$ cat config.mk
export PLATFORM = sky130hd
export DESIGN_NAME = pulse_param_deframer_flat
export DESIGN_NICKNAME = d
export VERILOG_FILES = /design/src/rtl/pulse_param_deframer_if.sv /design/src/rtl/pulse_param_deframer.sv /design/src/flat_wrapper.sv
export SDC_FILE = /design/constraint.sdc
export NUM_CORES = 1
export LEC_CHECK = 0
export BUFFER_PORTS_ARGS = -buffer_cell sky130_fd_sc_hd__buf_4
export CORE_UTILIZATION = 60
export CTS_CLUSTER_DIAMETER = 120
export DETAILED_ROUTE_END_ITERATION = 8
export PLACE_DENSITY = 0.83
export SYNTH_ARGS = -nofsm -noshare
export SYNTH_HDL_FRONTEND = slang
export SYNTH_SLANG_ARGS = --single-unit
$ cat constraint.sdc
create_clock -name clk -period 4.6 [get_ports clk]
set_input_delay 0.92 -clock clk [delete_from_list [all_inputs] [get_ports clk]]
set_output_delay 0.92 -clock clk [all_outputs]
set_load 0.005 [all_outputs]
$ cat src/rtl/pulse_param_deframer_if.sv
// pulse_param_deframer_if: byte stream from the UART receiver into the parameter deframer
//   rx_data   8  received byte
//   rx_valid  1  one-cycle qualifier for rx_data
//   master drives the stream (UART receiver), slave consumes it (deframer)
interface pulse_param_deframer_if;
    logic [7:0] rx_data;
    logic       rx_valid;
    modport master (output rx_data, rx_valid);
    modport slave  (input  rx_data, rx_valid);
endinterface

$ cat src/rtl/pulse_param_deframer.sv
// pulse_param_deframer: parses checksummed parameter frames from the UART and drives the sequencer parameter bus
//   clk       in   system clock
//   reset     in   synchronous, active-high
//   rx        in   byte stream (slave modport: rx_data, rx_valid)
//   pu..bl    out  parallel parameter bus, changes only on an accepted frame
//   load      out  load strobe, high STROBE_CYCLES cycles starting one cycle after the bus updates
//   frame_ok  out  one-cycle pulse per accepted frame
//   frame_err out  one-cycle pulse per bad-checksum or timed-out frame
//   busy      out  high whenever the parser is not idle
module pulse_param_deframer #(
    parameter logic [7:0]  SYNC_BYTE      = 8'hA5,
    parameter int          PAYLOAD_LEN    = 23,
    parameter logic [23:0] TIMEOUT_CYCLES = 24'd120000,
    parameter int          STROBE_CYCLES  = 4
) (
    input  logic                   clk,
    input  logic                   reset,
    pulse_param_deframer_if.slave  rx,
    output logic                   pu,
    output logic [7:0]             per,
    output logic [15:0]            p1wid,
    output logic [15:0]            del,
    output logic [15:0]            p2wid,
    output logic [31:0]            nut_w,
    output logic [31:0]            nut_d,
    output logic                   nut,
    output logic [7:0]             cp,
    output logic [7:0]             p_bl,
    output logic [15:0]            p_bl_off,
    output logic                   bl,
    output logic                   load,
    output logic                   frame_ok,
    output logic                   frame_err,
    output logic                   busy
);
    typedef struct packed {
        logic        pu;
        logic [7:0]  per;
        logic [15:0] p1wid;
        logic [15:0] del;
        logic [15:0] p2wid;
        logic [31:0] nut_w;
        logic [31:0] nut_d;
        logic        nut;
        logic [7:0]  cp;
        logic [7:0]  p_bl;
        logic [15:0] p_bl_off;
        logic        bl;
    } params_t;
    localparam params_t DEFAULTS = '{pu: 1'b1, per: 8'd1, p1wid: 16'd30, del: 16'd200, p2wid: 16'd30,
                                     nut_w: 32'd50, nut_d: 32'd300, nut: 1'b1, cp: 8'd3, p_bl: 8'd50,
                                     p_bl_off: 16'd100, bl: 1'b1};
    localparam logic [4:0] LAST = 5'(PAYLOAD_LEN - 1);
    localparam logic [3:0] SC   = 4'(STROBE_CYCLES);
    typedef enum logic [2:0] {IDLE, PAYLOAD, CHECK_WAIT, COMMIT, STROBE} state_t;
    state_t      state;
    params_t     sh, cur;
    logic [4:0]  idx;
    logic [7:0]  sum;
    logic [23:0] gap;
    logic [3:0]  cnt;
    wire  [7:0]  d = rx.rx_data;
    // Payload bytes are scattered straight into the shadow fields (big-endian);
    // the field map covers bytes 0..21, byte 22 is a reserved byte that only
    // contributes to the checksum.
    always_ff @(posedge clk) begin
        if (reset) begin
            state     <= IDLE;
            idx       <= '0;
            sum       <= '0;
            gap       <= '0;
            cnt       <= '0;
            load      <= 1'b0;
            frame_ok  <= 1'b0;
            frame_err <= 1'b0;
            cur       <= DEFAULTS;
        end else begin
            frame_ok  <= 1'b0;
            frame_err <= 1'b0;
            case (state)
                IDLE: if (rx.rx_valid && d == SYNC_BYTE) begin
                    state <= PAYLOAD;
                    idx   <= '0;
                    sum   <= '0;
                    gap   <= '0;
                end
                PAYLOAD, CHECK_WAIT: if (rx.rx_valid) begin
                    gap <= '0;
                    sum <= sum + d;
                    if (state == CHECK_WAIT) begin
                        state     <= (sum + d == 8'h00) ? COMMIT : IDLE;
                        frame_err <= (sum + d != 8'h00);
                    end else begin
                        idx <= idx + 5'd1;
                        if (idx == LAST) state <= CHECK_WAIT;
                        case (idx)
                            5'd0:  sh.pu              <= d[0];
                            5'd1:  sh.per             <= d;
                            5'd2:  sh.p1wid[15:8]     <= d;
                            5'd3:  sh.p1wid[7:0]      <= d;
                            5'd4:  sh.del[15:8]       <= d;
                            5'd5:  sh.del[7:0]        <= d;
                            5'd6:  sh.p2wid[15:8]     <= d;
                            5'd7:  sh.p2wid[7:0]      <= d;
                            5'd8:  sh.nut_w[31:24]    <= d;
                            5'd9:  sh.nut_w[23:16]    <= d;
                            5'd10: sh.nut_w[15:8]     <= d;
                            5'd11: sh.nut_w[7:0]      <= d;
                            5'd12: sh.nut_d[31:24]    <= d;
                            5'd13: sh.nut_d[23:16]    <= d;
                            5'd14: sh.nut_d[15:8]     <= d;
                            5'd15: sh.nut_d[7:0]      <= d;
                            5'd16: sh.nut             <= d[0];
                            5'd17: sh.cp              <= d;
                            5'd18: sh.p_bl            <= d;
                            5'd19: sh.p_bl_off[15:8]  <= d;
                            5'd20: sh.p_bl_off[7:0]   <= d;
                            5'd21: sh.bl              <= d[0];
                            default: ;
                        endcase
                    end
                end else if (gap == TIMEOUT_CYCLES - 24'd1) begin
                    frame_err <= 1'b1;
                    state     <= IDLE;
                end else begin
                    gap <= gap + 24'd1;
                end
                COMMIT: begin
                    cur      <= sh;
                    frame_ok <= 1'b1;
                    cnt      <= '0;
                    state    <= STROBE;
                end
                // The bus settled one cycle ago; bytes arriving here are dropped.
                STROBE: begin
                    load  <= (cnt != SC);
                    cnt   <= (cnt != SC) ? cnt + 4'd1 : cnt;
                    state <= (cnt != SC) ? STROBE : IDLE;
                end
                default: state <= IDLE;
            endcase
        end
    end
    assign busy     = (state != IDLE);
    assign pu       = cur.pu;
    assign per      = cur.per;
    assign p1wid    = cur.p1wid;
    assign del      = cur.del;
    assign p2wid    = cur.p2wid;
    assign nut_w    = cur.nut_w;
    assign nut_d    = cur.nut_d;
    assign nut      = cur.nut;
    assign cp       = cur.cp;
    assign p_bl     = cur.p_bl;
    assign p_bl_off = cur.p_bl_off;
    assign bl       = cur.bl;
endmodule

$ cat src/flat_wrapper.sv
// flat-port wrapper written by rule: the top's interface ports become plain ports
module pulse_param_deframer_flat 
#(
    parameter logic [7:0]  SYNC_BYTE      = 8'hA5,
    parameter int          PAYLOAD_LEN    = 23,
    parameter logic [23:0] TIMEOUT_CYCLES = 24'd120000,
    parameter int          STROBE_CYCLES  = 4
)
  (clk, reset, pu, per, p1wid, del, p2wid, nut_w, nut_d, nut, cp, p_bl, p_bl_off, bl, load, frame_ok, frame_err, busy, rx_rx_data, rx_rx_valid);
  pulse_param_deframer_if rx_i ();
  input  logic clk;
  input  logic reset;
  output logic pu;
  output logic [7:0] per;
  output logic [15:0] p1wid;
  output logic [15:0] del;
  output logic [15:0] p2wid;
  output logic [31:0] nut_w;
  output logic [31:0] nut_d;
  output logic nut;
  output logic [7:0] cp;
  output logic [7:0] p_bl;
  output logic [15:0] p_bl_off;
  output logic bl;
  output logic load;
  output logic frame_ok;
  output logic frame_err;
  output logic busy;
  input wire logic [$bits(rx_i.rx_data)-1:0] rx_rx_data;
  input wire logic [$bits(rx_i.rx_valid)-1:0] rx_rx_valid;
  assign rx_i.rx_data = rx_rx_data;
  assign rx_i.rx_valid = rx_rx_valid;
  pulse_param_deframer #(.SYNC_BYTE(SYNC_BYTE), .PAYLOAD_LEN(PAYLOAD_LEN), .TIMEOUT_CYCLES(TIMEOUT_CYCLES), .STROBE_CYCLES(STROBE_CYCLES)) u_core (.clk(clk), .reset(reset), .rx(rx_i), .pu(pu), .per(per), .p1wid(p1wid), .del(del), .p2wid(p2wid), .nut_w(nut_w), .nut_d(nut_d), .nut(nut), .cp(cp), .p_bl(p_bl), .p_bl_off(p_bl_off), .bl(bl), .load(load), .frame_ok(frame_ok), .frame_err(frame_err), .busy(busy));
endmodule
==> metrics.txt, run 1 <==
# TYPE chip_impl_metric gauge
chip_impl_info{name="outcome",value="complete, no violations"} 1
chip_impl_metric{name="drive_gt1_frac",unit=""} 0.223
chip_impl_metric{name="critPathArrivalTime",unit="ns"} 3.47
chip_impl_metric{name="crit_fanout",unit=""} 24
chip_impl_metric{name="final_net_count",unit=""} 1060
chip_impl_metric{name="die_y",unit="um"} 145
chip_impl_metric{name="worst_slew_margin_rel",unit=""} 0.336
chip_impl_metric{name="grt_max_degree",unit=""} 93
chip_impl_info{name="timing.rr.end",value="u_core.sh[148]"} 1
chip_impl_metric{name="cts-buffers-inserted",unit=""} 35
chip_impl_metric{name="rr_worst_depth",unit=""} 5
chip_impl_metric{name="setup_tns",unit="ns"} 0
chip_impl_metric{name="grt_util_all_layers",unit=""} 0.271
chip_impl_info{name="worst_setup_path_start_kind",value="input pin"} 1
chip_impl_info{name="dominantRegCellSynth",value="sky130_fd_sc_hd__dfxtp_1"} 1
chip_impl_metric{name="synth-seq-cells",unit=""} 357
chip_impl_info{name="worst_setup_path_end_kind",value="flip-flop"} 1
chip_impl_metric{name="cell_variety_after_synth",unit=""} 67
chip_impl_metric{name="wl",unit="um"} 28500
chip_impl_info{name="startpoint",value="rx_rx_data[0]"} 1
chip_impl_metric{name="post-cts-setup-buffer-count",unit=""} 0
chip_impl_metric{name="worstPathRequired",unit="ns"} 5.02
chip_impl_metric{name="synth_edf_count",unit=""} 155
chip_impl_info{name="timing_worst_setup_path_type",value="input pin to flip-flop"} 1
chip_impl_metric{name="drt_iter0_markers",unit=""} 736
chip_impl_metric{name="via_count_of_the_first_global_routing_pass",unit=""} 7649
chip_impl_metric{name="synthesis.instances",unit=""} 868
chip_impl_metric{name="initial_core_util",unit=""} 0.620
chip_impl_metric{name="period_minus_slack",unit="ns"} 3.05
chip_impl_metric{name="ys_warn_count",unit=""} 0
chip_impl_metric{name="delay_contributed_by_the_slowest_stage_of_the_critical_path",unit="ns"} 0.58
chip_impl_info{name="cp_top_family",value="simple AND/OR/NAND/NOR gates"} 1
chip_impl_metric{name="grt_first_pass_wirelength",unit="um"} 43900
chip_impl_info{name="synth_top_area_cell",value="sky130_fd_sc_hd__edfxtp_1"} 1
chip_impl_metric{name="timing.final.ws_setup",unit="ns"} 1.55
chip_impl_metric{name="hold_viol_final",unit=""} 0
chip_impl_metric{name="worst_setup_hold_path_clk_slew",unit="ns"} 0.06
chip_impl_info{name="timing.critical_path.cells",value="buf_4 > ha_1 > fa_1 > a211oi_1 > nor2_1 > xor2_1 > nor4_1 > nand4_1 > a311oi_1"} 1
chip_impl_info{name="rsz0062_at_grt",value="false"} 1
chip_impl_metric{name="power_density",unit="nW/um^2"} 423
chip_impl_metric{name="m1WireLength",unit="um"} 11600
chip_impl_metric{name="insertedDiodeCount",unit=""} 0
chip_impl_metric{name="leakage_power_figure",unit="nW"} 5.48
chip_impl_metric{name="detailedPlacementHpwl",unit="um"} 17500
chip_impl_metric{name="post-route-period-util",unit=""} 0.663
chip_impl_metric{name="fillerInstances",unit=""} 1230
chip_impl_metric{name="drcViolationCount",unit=""} 0
chip_impl_metric{name="design.die.area",unit="um^2"} 21000
chip_impl_metric{name="worst_slack_placed",unit="ns"} 1.11
chip_impl_info{name="dr.max_layer_used",value="met4"} 1
chip_impl_metric{name="clk_latency",unit="ns"} 0.52
chip_impl_metric{name="cts_num_sinks",unit=""} 357
chip_impl_info{name="critPathCapture",value="u_core.state[0]"} 1
chip_impl_info{name="cts_tree",value="built"} 1
chip_impl_metric{name="final_max_slew_viol_count",unit=""} 0
chip_impl_info{name="post_synth_main_area_contributors",value="sky130_fd_sc_hd__edfxtp_1 (38%), sky130_fd_sc_hd__dfxtp_1 (33%), sky130_fd_sc_hd__a22o_1 (9.4%)"} 1
chip_impl_metric{name="hold_ws",unit="ns"} 0.446
chip_impl_metric{name="fin_skew",unit="ns"} 0.0137
chip_impl_metric{name="power",unit="mW"} 6.23
chip_impl_metric{name="post_synthesis_net_count",unit=""} 895
chip_impl_metric{name="final-setup-viol-count",unit=""} 0
chip_impl_metric{name="floorplan.die.width",unit="um"} 145
chip_impl_metric{name="grt_antenna_before_repair",unit=""} 0
chip_impl_metric{name="pin_count",unit=""} 170
chip_impl_info{name="cts-root-buf",value="sky130_fd_sc_hd__clkbuf_16"} 1
chip_impl_metric{name="drt_first_pass_iters",unit=""} 5
chip_impl_metric{name="met3_length",unit="um"} 2100
chip_impl_metric{name="dr_wl_met2",unit="um"} 14200
chip_impl_metric{name="grt_overflow",unit=""} 0
chip_impl_metric{name="ys_async_sr_fraction",unit=""} 0
chip_impl_metric{name="drtAntennaViolNets",unit=""} 0
chip_impl_metric{name="worst-path-stages",unit=""} 9
chip_impl_metric{name="max_cap_check_violation_count",unit=""} 0
chip_impl_metric{name="synth_top_cell_area_share",unit=""} 0.379
chip_impl_metric{name="timing.critical_path.buf_inv",unit=""} 1
chip_impl_metric{name="cts_htree_levels",unit=""} 2
chip_impl_metric{name="yosysSeqAreaShare",unit=""} 0.709
chip_impl_metric{name="port_buffers",unit=""} 169
chip_impl_info{name="worst_r2r_startpoint",value="u_core.state[0]"} 1
chip_impl_metric{name="detail_route.vias_per_cell",unit=""} 6.08
chip_impl_metric{name="worst_pin_slew",unit="ns"} 0.993
chip_impl_metric{name="post_cts.resized_instances",unit=""} 0
chip_impl_metric{name="hold_buffers",unit=""} 0
chip_impl_metric{name="ir_drop",unit="mV"} 0.373
chip_impl_metric{name="max-clock-path-buffers",unit=""} 3
chip_impl_metric{name="core",unit="um^2"} 19800
chip_impl_metric{name="wire_per_inst",unit="um"} 21.6
chip_impl_metric{name="flow.area_growth_from_synthesis",unit="%"} 20.3
chip_impl_info{name="crit_slowest_cell",value="sky130_fd_sc_hd__nor4_1"} 1
chip_impl_metric{name="max_freq",unit="GHz"} 0.328
chip_impl_metric{name="synthesis.area_per_instance",unit="um^2"} 14.1
chip_impl_info{name="hold_class",value="flip-flop to flip-flop"} 1
chip_impl_metric{name="reg2reg_setup_slack",unit="ns"} 1.70
chip_impl_metric{name="row_count",unit=""} 51
chip_impl_metric{name="globalplace.congestion",unit=""} 0.828
chip_impl_metric{name="detailroute.via_count",unit=""} 8045
chip_impl_metric{name="post_synth_instance_area",unit="um^2"} 12300
[flip-flops by register name (all words and copies together) (netlist names), 3 cells and up]
signal	cells
u_core.sh	155
u_core.idx	5
u_core.nut_w	32
u_core.sum	8
u_core.p1wid	16
u_core.per	8
u_core.nut_d	32
u_core.p_bl_off	16
u_core.del	16
u_core.p_bl	8
u_core.p2wid	16
u_core.cp	8
u_core.state	3
u_core.gap	24
u_core.cnt	4
[how the worst min path moves through the flow]
stage,endpoint,depth (start not counted),startpoint,slack (ns)
6_report,u_core.cp[1],1,u_core.sh[26],0.45
5_1_grt,u_core.nut_d[3],1,u_core.sh[37],0.46
4_1_cts,u_core.cp[1],1,u_core.sh[26],0.45
3_5_place_dp,u_core.nut_w[1],1,u_core.sh[67],0.44
3_3_place_gp,u_core.p1wid[2],1,u_core.sh[132],0.43
2_1_floorplan,u_core.bl,1,u_core.sh[0],0.43
[cell usage after synthesis (3+ instances only)]
cell type / instances
sky130_fd_sc_hd__and4_1: 6
sky130_fd_sc_hd__dfxtp_1: 202
sky130_fd_sc_hd__inv_1: 10
sky130_fd_sc_hd__and3_1: 4
sky130_fd_sc_hd__mux2i_1: 3
sky130_fd_sc_hd__xnor2_1: 14
sky130_fd_sc_hd__or4_1: 3
sky130_fd_sc_hd__nor3_1: 12
sky130_fd_sc_hd__buf_6: 4
sky130_fd_sc_hd__a211oi_1: 3
sky130_fd_sc_hd__and2_1: 4
sky130_fd_sc_hd__o22a_1: 30
sky130_fd_sc_hd__ha_1: 15
sky130_fd_sc_hd__clkbuf_1: 34
sky130_fd_sc_hd__nor4_1: 6
sky130_fd_sc_hd__buf_1: 4
sky130_fd_sc_hd__xor2_1: 6
sky130_fd_sc_hd__nand2_1: 26
sky130_fd_sc_hd__a21oi_1: 21
sky130_fd_sc_hd__nor3b_1: 5
sky130_fd_sc_hd__o21ai_0: 11
sky130_fd_sc_hd__nand3b_1: 4
sky130_fd_sc_hd__a41oi_1: 3
sky130_fd_sc_hd__a22o_1: 131
sky130_fd_sc_hd__a311oi_1: 7
sky130_fd_sc_hd__edfxtp_1: 155
sky130_fd_sc_hd__or3_1: 5
sky130_fd_sc_hd__nand3_1: 18
sky130_fd_sc_hd__nor2_1: 67
sky130_fd_sc_hd__nor2b_1: 4
sky130_fd_sc_hd__nand4_1: 8
[stage by stage]
stage                     area, um^2   util  cells
after floorplan                12300      -    868
after global placement         13700  0.693   1261
after detailed placement       13700  0.693   1261
after CTS                      14800  0.746   1323
after global routing           14800  0.746   1323
final                          14800  0.746   1323
[cells in the final DEF (no fill, tap or decap), types with 3 or more instances in the layout]
| cell type | netlist | final |
|---|---|---|
| sky130_fd_sc_hd__a211oi_1 | 3 | 3 |
| sky130_fd_sc_hd__a21oi_1 | 21 | 21 |
| sky130_fd_sc_hd__a22o_1 | 131 | 131 |
| sky130_fd_sc_hd__a311oi_1 | 7 | 7 |
| sky130_fd_sc_hd__a41oi_1 | 3 | 3 |
| sky130_fd_sc_hd__and2_1 | 4 | 4 |
| sky130_fd_sc_hd__and3_1 | 4 | 4 |
| sky130_fd_sc_hd__and4_1 | 6 | 6 |
| sky130_fd_sc_hd__buf_4 | 1 | 173 |
| sky130_fd_sc_hd__clkbuf_1 | 34 | 15 |
| sky130_fd_sc_hd__clkbuf_16 | 0 | 35 |
| sky130_fd_sc_hd__clkinv_2 | 0 | 6 |
| sky130_fd_sc_hd__dfxtp_1 | 202 | 202 |
| sky130_fd_sc_hd__edfxtp_1 | 155 | 155 |
| sky130_fd_sc_hd__ha_1 | 15 | 15 |
| sky130_fd_sc_hd__inv_1 | 10 | 10 |
| sky130_fd_sc_hd__mux2i_1 | 3 | 3 |
| sky130_fd_sc_hd__nand2_1 | 26 | 26 |
| sky130_fd_sc_hd__nand3_1 | 18 | 18 |
| sky130_fd_sc_hd__nand3b_1 | 4 | 4 |
| sky130_fd_sc_hd__nand4_1 | 8 | 8 |
| sky130_fd_sc_hd__nor2_1 | 67 | 66 |
| sky130_fd_sc_hd__nor2b_1 | 4 | 4 |
| sky130_fd_sc_hd__nor3_1 | 12 | 12 |
| sky130_fd_sc_hd__nor3b_1 | 5 | 5 |
| sky130_fd_sc_hd__nor4_1 | 6 | 6 |
| sky130_fd_sc_hd__o21ai_0 | 11 | 11 |
| sky130_fd_sc_hd__o22a_1 | 30 | 30 |
| sky130_fd_sc_hd__or3_1 | 5 | 5 |
| sky130_fd_sc_hd__or4_1 | 3 | 3 |
| sky130_fd_sc_hd__xnor2_1 | 14 | 14 |
| sky130_fd_sc_hd__xor2_1 | 6 | 6 |
[kinds of logic (layout without fill, tap and decap cells)]
| group | count (synthesis) | in the layout | synth area share |
|---|---|---|---|
| and+or+nand+nor | 190 | 190 | 0.0832 |
| xor gates and xnor gates | 21 | 21 | 0.0156 |
| muxes | 3 | 3 | 0.00245 |
| buffers and inverters | 57 | 247 | 0.0217 |
| AOI/OAI and AO/OA | 224 | 224 | 0.151 |
| DFF | 357 | 357 | 0.709 |
| adders and majority gates | 16 | 16 | 0.0169 |
[final cells by class]
| type | count | area, um^2 | area share |
|---|---|---|---|
| inverter | 11 | 43.8 | 0.00297 |
| sequential | 357 | 8700 | 0.589 |
| timing repair buffer | 174 | 1320 | 0.0894 |
| multi-input combinational | 454 | 3310 | 0.224 |
| tap | 265 | 332 | 0.0225 |
| clock inverter | 11 | 106 | 0.00721 |
| clock buffer | 51 | 946 | 0.0641 |
[routing by layer]
layer	GRT usage	vias up
met1	0.357	3975
li1	-	3655
met4	0.0989	0
met3	0.0443	58
met5	0	-
met2	0.454	357
[power breakdown]
part	leakage, nW	internal, mW	switching [mW]	total [mW]
logic	1.94	0.0710	0.171	0.242
registers	3.02	3.31	0.0142	3.33
clock network	0.516	1.54	1.12	2.67
Power figures use the tool's default switching activity.
==> run 2, diff against run 1 <==
Settings changed: CORE_UTILIZATION 60 to 56, PLACE_DENSITY 0.83 to 0.78.
Clock period 4.6 ns to 3.18 ns, I/O delays scaled along.
==> run 2 against run 1 <==
Against the previous run: register-to-register slack got worse by 1.0 ns; flip-flop and latch count is the same; sequential power increased by 44%; first-iteration DRC count shrank 21%; sequential share of layout area shrank 1.5 points; via count is 0.20% higher; non-clock buffer count up 26; worst hold slack worse by 0.068 ns; critical path depth is 1 lower; combinational power up 50%; routed wire length fell by 0.43%; die area increased by 7.0%.
==> metrics.txt, run 2 (synthesis results as in run 1) <==
# TYPE chip_impl_metric gauge
chip_impl_info{name="outcome",value="complete, no violations"} 1
chip_impl_metric{name="max-clock-path-buffers",unit=""} 3
chip_impl_metric{name="p_int",unit="mW"} 7.44
chip_impl_metric{name="period_minus_slack",unit="ns"} 2.52
chip_impl_metric{name="delay_contributed_by_the_slowest_stage_of_the_critical_path",unit="ns"} 0.45
chip_impl_metric{name="drive_gt1_frac",unit=""} 0.251
chip_impl_info{name="holdCritStartpoint",value="rx_rx_data[3]"} 1
chip_impl_metric{name="hold_buffers",unit=""} 0
chip_impl_metric{name="rr_worst_depth",unit=""} 8
chip_impl_metric{name="crit_fanout",unit=""} 3
chip_impl_metric{name="post_cts.resized_instances",unit=""} 0
chip_impl_info{name="reg.largest.list",value="u_core.sh (155), u_core.nut_d (32), u_core.nut_w (32)"} 1
chip_impl_metric{name="detailedPlacementHpwl",unit="um"} 18300
chip_impl_metric{name="core",unit="um^2"} 21200
chip_impl_info{name="cp_top_family",value="simple AND/OR/NAND/NOR gates"} 1
chip_impl_metric{name="drt_first_pass_iters",unit=""} 5
chip_impl_metric{name="die_y",unit="um"} 150
chip_impl_metric{name="via_count_of_the_first_global_routing_pass",unit=""} 7535
chip_impl_info{name="timing.rr.end",value="u_core.state[0]"} 1
chip_impl_metric{name="wl",unit="um"} 28400
chip_impl_metric{name="post-route-period-util",unit=""} 0.793
chip_impl_metric{name="floorplan.die.width",unit="um"} 150
chip_impl_metric{name="pin_count",unit=""} 170
chip_impl_metric{name="port_buffers",unit=""} 169
chip_impl_info{name="startpoint",value="u_core.sum[0]"} 1
chip_impl_info{name="worst_setup_path_start_kind",value="flip-flop"} 1
chip_impl_metric{name="worst_slew_margin_rel",unit=""} 0.173
chip_impl_info{name="worst_r2r_startpoint",value="u_core.sum[0]"} 1
chip_impl_metric{name="power",unit="mW"} 9.43
chip_impl_metric{name="ir_drop",unit="mV"} 0.487
chip_impl_metric{name="cts-buffers-inserted",unit=""} 36
chip_impl_info{name="crit_slowest_cell",value="sky130_fd_sc_hd__nor4_1"} 1
chip_impl_metric{name="grt_util_all_layers",unit=""} 0.253
chip_impl_metric{name="worstPathRequired",unit="ns"} 3.59
chip_impl_metric{name="timing.critical_path.buf_inv",unit=""} 0
chip_impl_metric{name="globalplace.congestion",unit=""} 0.857
chip_impl_metric{name="final_net_count",unit=""} 1087
chip_impl_info{name="worst_setup_path_end_kind",value="flip-flop"} 1
chip_impl_info{name="cts_tree",value="built"} 1
chip_impl_metric{name="max_cap_check_violation_count",unit=""} 0
chip_impl_metric{name="final-setup-viol-count",unit=""} 0
chip_impl_info{name="largest_register_by_flop_count",value="u_core.sh"} 1
chip_impl_metric{name="flow.area_growth_from_synthesis",unit="%"} 23.4
chip_impl_metric{name="holdPathStages",unit=""} 1
chip_impl_metric{name="initial_core_util",unit=""} 0.578
chip_impl_info{name="most_common_library_cell_in_the_layout_ignoring_fill_and_taps",value="sky130_fd_sc_hd__dfxtp_1"} 1
chip_impl_info{name="cts-root-buf",value="sky130_fd_sc_hd__clkbuf_16"} 1
chip_impl_metric{name="clockPowerShare",unit=""} 0.451
chip_impl_info{name="hold-path-endpoint",value="u_core.sh[117]"} 1
chip_impl_metric{name="cts_htree_levels",unit=""} 2
chip_impl_metric{name="sequential_cell_area",unit="um^2"} 8700
chip_impl_metric{name="post_dp_cell_area",unit="um^2"} 13900
chip_impl_metric{name="critPathArrivalTime",unit="ns"} 2.93
chip_impl_metric{name="wire_per_inst",unit="um"} 20.9
chip_impl_metric{name="hold_viol_final",unit=""} 0
chip_impl_metric{name="cts_num_sinks",unit=""} 357
chip_impl_metric{name="final_max_slew_viol_count",unit=""} 0
chip_impl_metric{name="setup_tns",unit="ns"} 0
chip_impl_metric{name="netSwitchingPower",unit="mW"} 1.99
chip_impl_metric{name="pwr-share-seq",unit=""} 0.510
chip_impl_metric{name="power_density",unit="nW/um^2"} 623
chip_impl_metric{name="postLayoutCellArea",unit="um^2"} 15100
chip_impl_metric{name="met3_length",unit="um"} 1920
chip_impl_metric{name="power.share.switching",unit=""} 0.211
chip_impl_metric{name="multiInputGateArea",unit="um^2"} 3310
chip_impl_metric{name="detailroute.via_count",unit=""} 8061
chip_impl_info{name="hold_class",value="input pin to flip-flop"} 1
chip_impl_metric{name="leakage_power_figure",unit="nW"} 5.69
chip_impl_metric{name="drtAntennaViolNets",unit=""} 0
chip_impl_metric{name="dr_wl_met2",unit="um"} 13600
chip_impl_metric{name="design.die.area",unit="um^2"} 22500
chip_impl_metric{name="share_comb_of_total_power",unit=""} 0.038
chip_impl_metric{name="row_count",unit=""} 53
chip_impl_metric{name="drcViolationCount",unit=""} 0
chip_impl_metric{name="clk_latency",unit="ns"} 0.52
chip_impl_metric{name="detail_route.vias_per_cell",unit=""} 5.91
chip_impl_info{name="timing.critical_path.cells",value="ha_1 > fa_1 > a211oi_1 > nor2_1 > xor2_1 > nor4_1 > nand4_1 > a311oi_1"} 1
chip_impl_metric{name="worst_setup_hold_path_clk_slew",unit="ns"} 0.06
chip_impl_info{name="timing_worst_setup_path_type",value="flip-flop to flip-flop"} 1
chip_impl_metric{name="hold_ws",unit="ns"} 0.378
chip_impl_metric{name="grt_overflow",unit=""} 0
chip_impl_metric{name="reg2reg_setup_slack",unit="ns"} 0.66
chip_impl_info{name="dr.max_layer_used",value="met4"} 1
chip_impl_metric{name="grt_max_degree",unit=""} 77
chip_impl_metric{name="drt_iter0_markers",unit=""} 582
chip_impl_info{name="most_used_cells_in_the_layout_excluding_fill_and_tap_cells",value="sky130_fd_sc_hd__dfxtp_1 (202), sky130_fd_sc_hd__buf_4 (197), sky130_fd_sc_hd__edfxtp_1 (155)"} 1
chip_impl_metric{name="fillerInstances",unit=""} 1416
chip_impl_metric{name="fin_skew",unit="ns"} 0.0194
chip_impl_metric{name="grt_antenna_before_repair",unit=""} 1
chip_impl_metric{name="post-cts-setup-buffer-count",unit=""} 0
chip_impl_metric{name="worst_pin_slew",unit="ns"} 1.23
chip_impl_metric{name="grt_first_pass_wirelength",unit="um"} 42900
chip_impl_info{name="rsz0062_at_grt",value="false"} 1
chip_impl_metric{name="largest_register_ff_count",unit=""} 155
chip_impl_metric{name="m1WireLength",unit="um"} 12300
chip_impl_metric{name="max_freq",unit="GHz"} 0.397
[run 2: final cells by class]
cell class,count,area share
sequential,357,0.574
multi-input combinational,454,0.219
timing repair buffer,200,0.102
clock buffer,47,0.0655
tap,275,0.0227
clock inverter,18,0.0141
inverter,11,0.00289
antenna,1,0.000165
[run 2: stage by stage]
stage	cells	utilization	setup slack, ns
after floorplan	868	-	0.589
after global placement	1297	0.657	0.225
after detailed placement	1297	0.657	0.169
after CTS	1362	0.714	0.643
after global routing	1362	0.714	0.442
final	1363	0.714	0.659
[run 2: worst max-delay path by stage]
stage | slack [ns] | cells past startpoint | end
final | 0.66 | 8 | u_core.state[0]
after floorplan | 0.59 | 8 | u_core.state[0]
after global placement | 0.22 | 9 | u_core.state[0]
after global routing | 0.44 | 6 | u_core.sh[5]
after CTS | 0.64 | 8 | u_core.state[0]
after detailed placement | 0.17 | 9 | u_core.state[0]
[run 2: routing by layer]
layer	GRT usage	vias to the layer above
met5	0	-
met4	0.0707	0
met3	0.0381	46
met2	0.415	346
met1	0.351	3955
li1	-	3714
[run 2: power groups by stage]
stage	Combinational, mW	Sequential [mW]	Clock, mW
3_5_place_dp	0.358	4.91	0
5_1_grt	0.396	4.81	4.47
2_1_floorplan	0.239	4.90	0
6_report	0.363	4.81	4.26
3_3_place_gp	0.354	4.91	0
4_1_cts	0.360	4.81	4.31
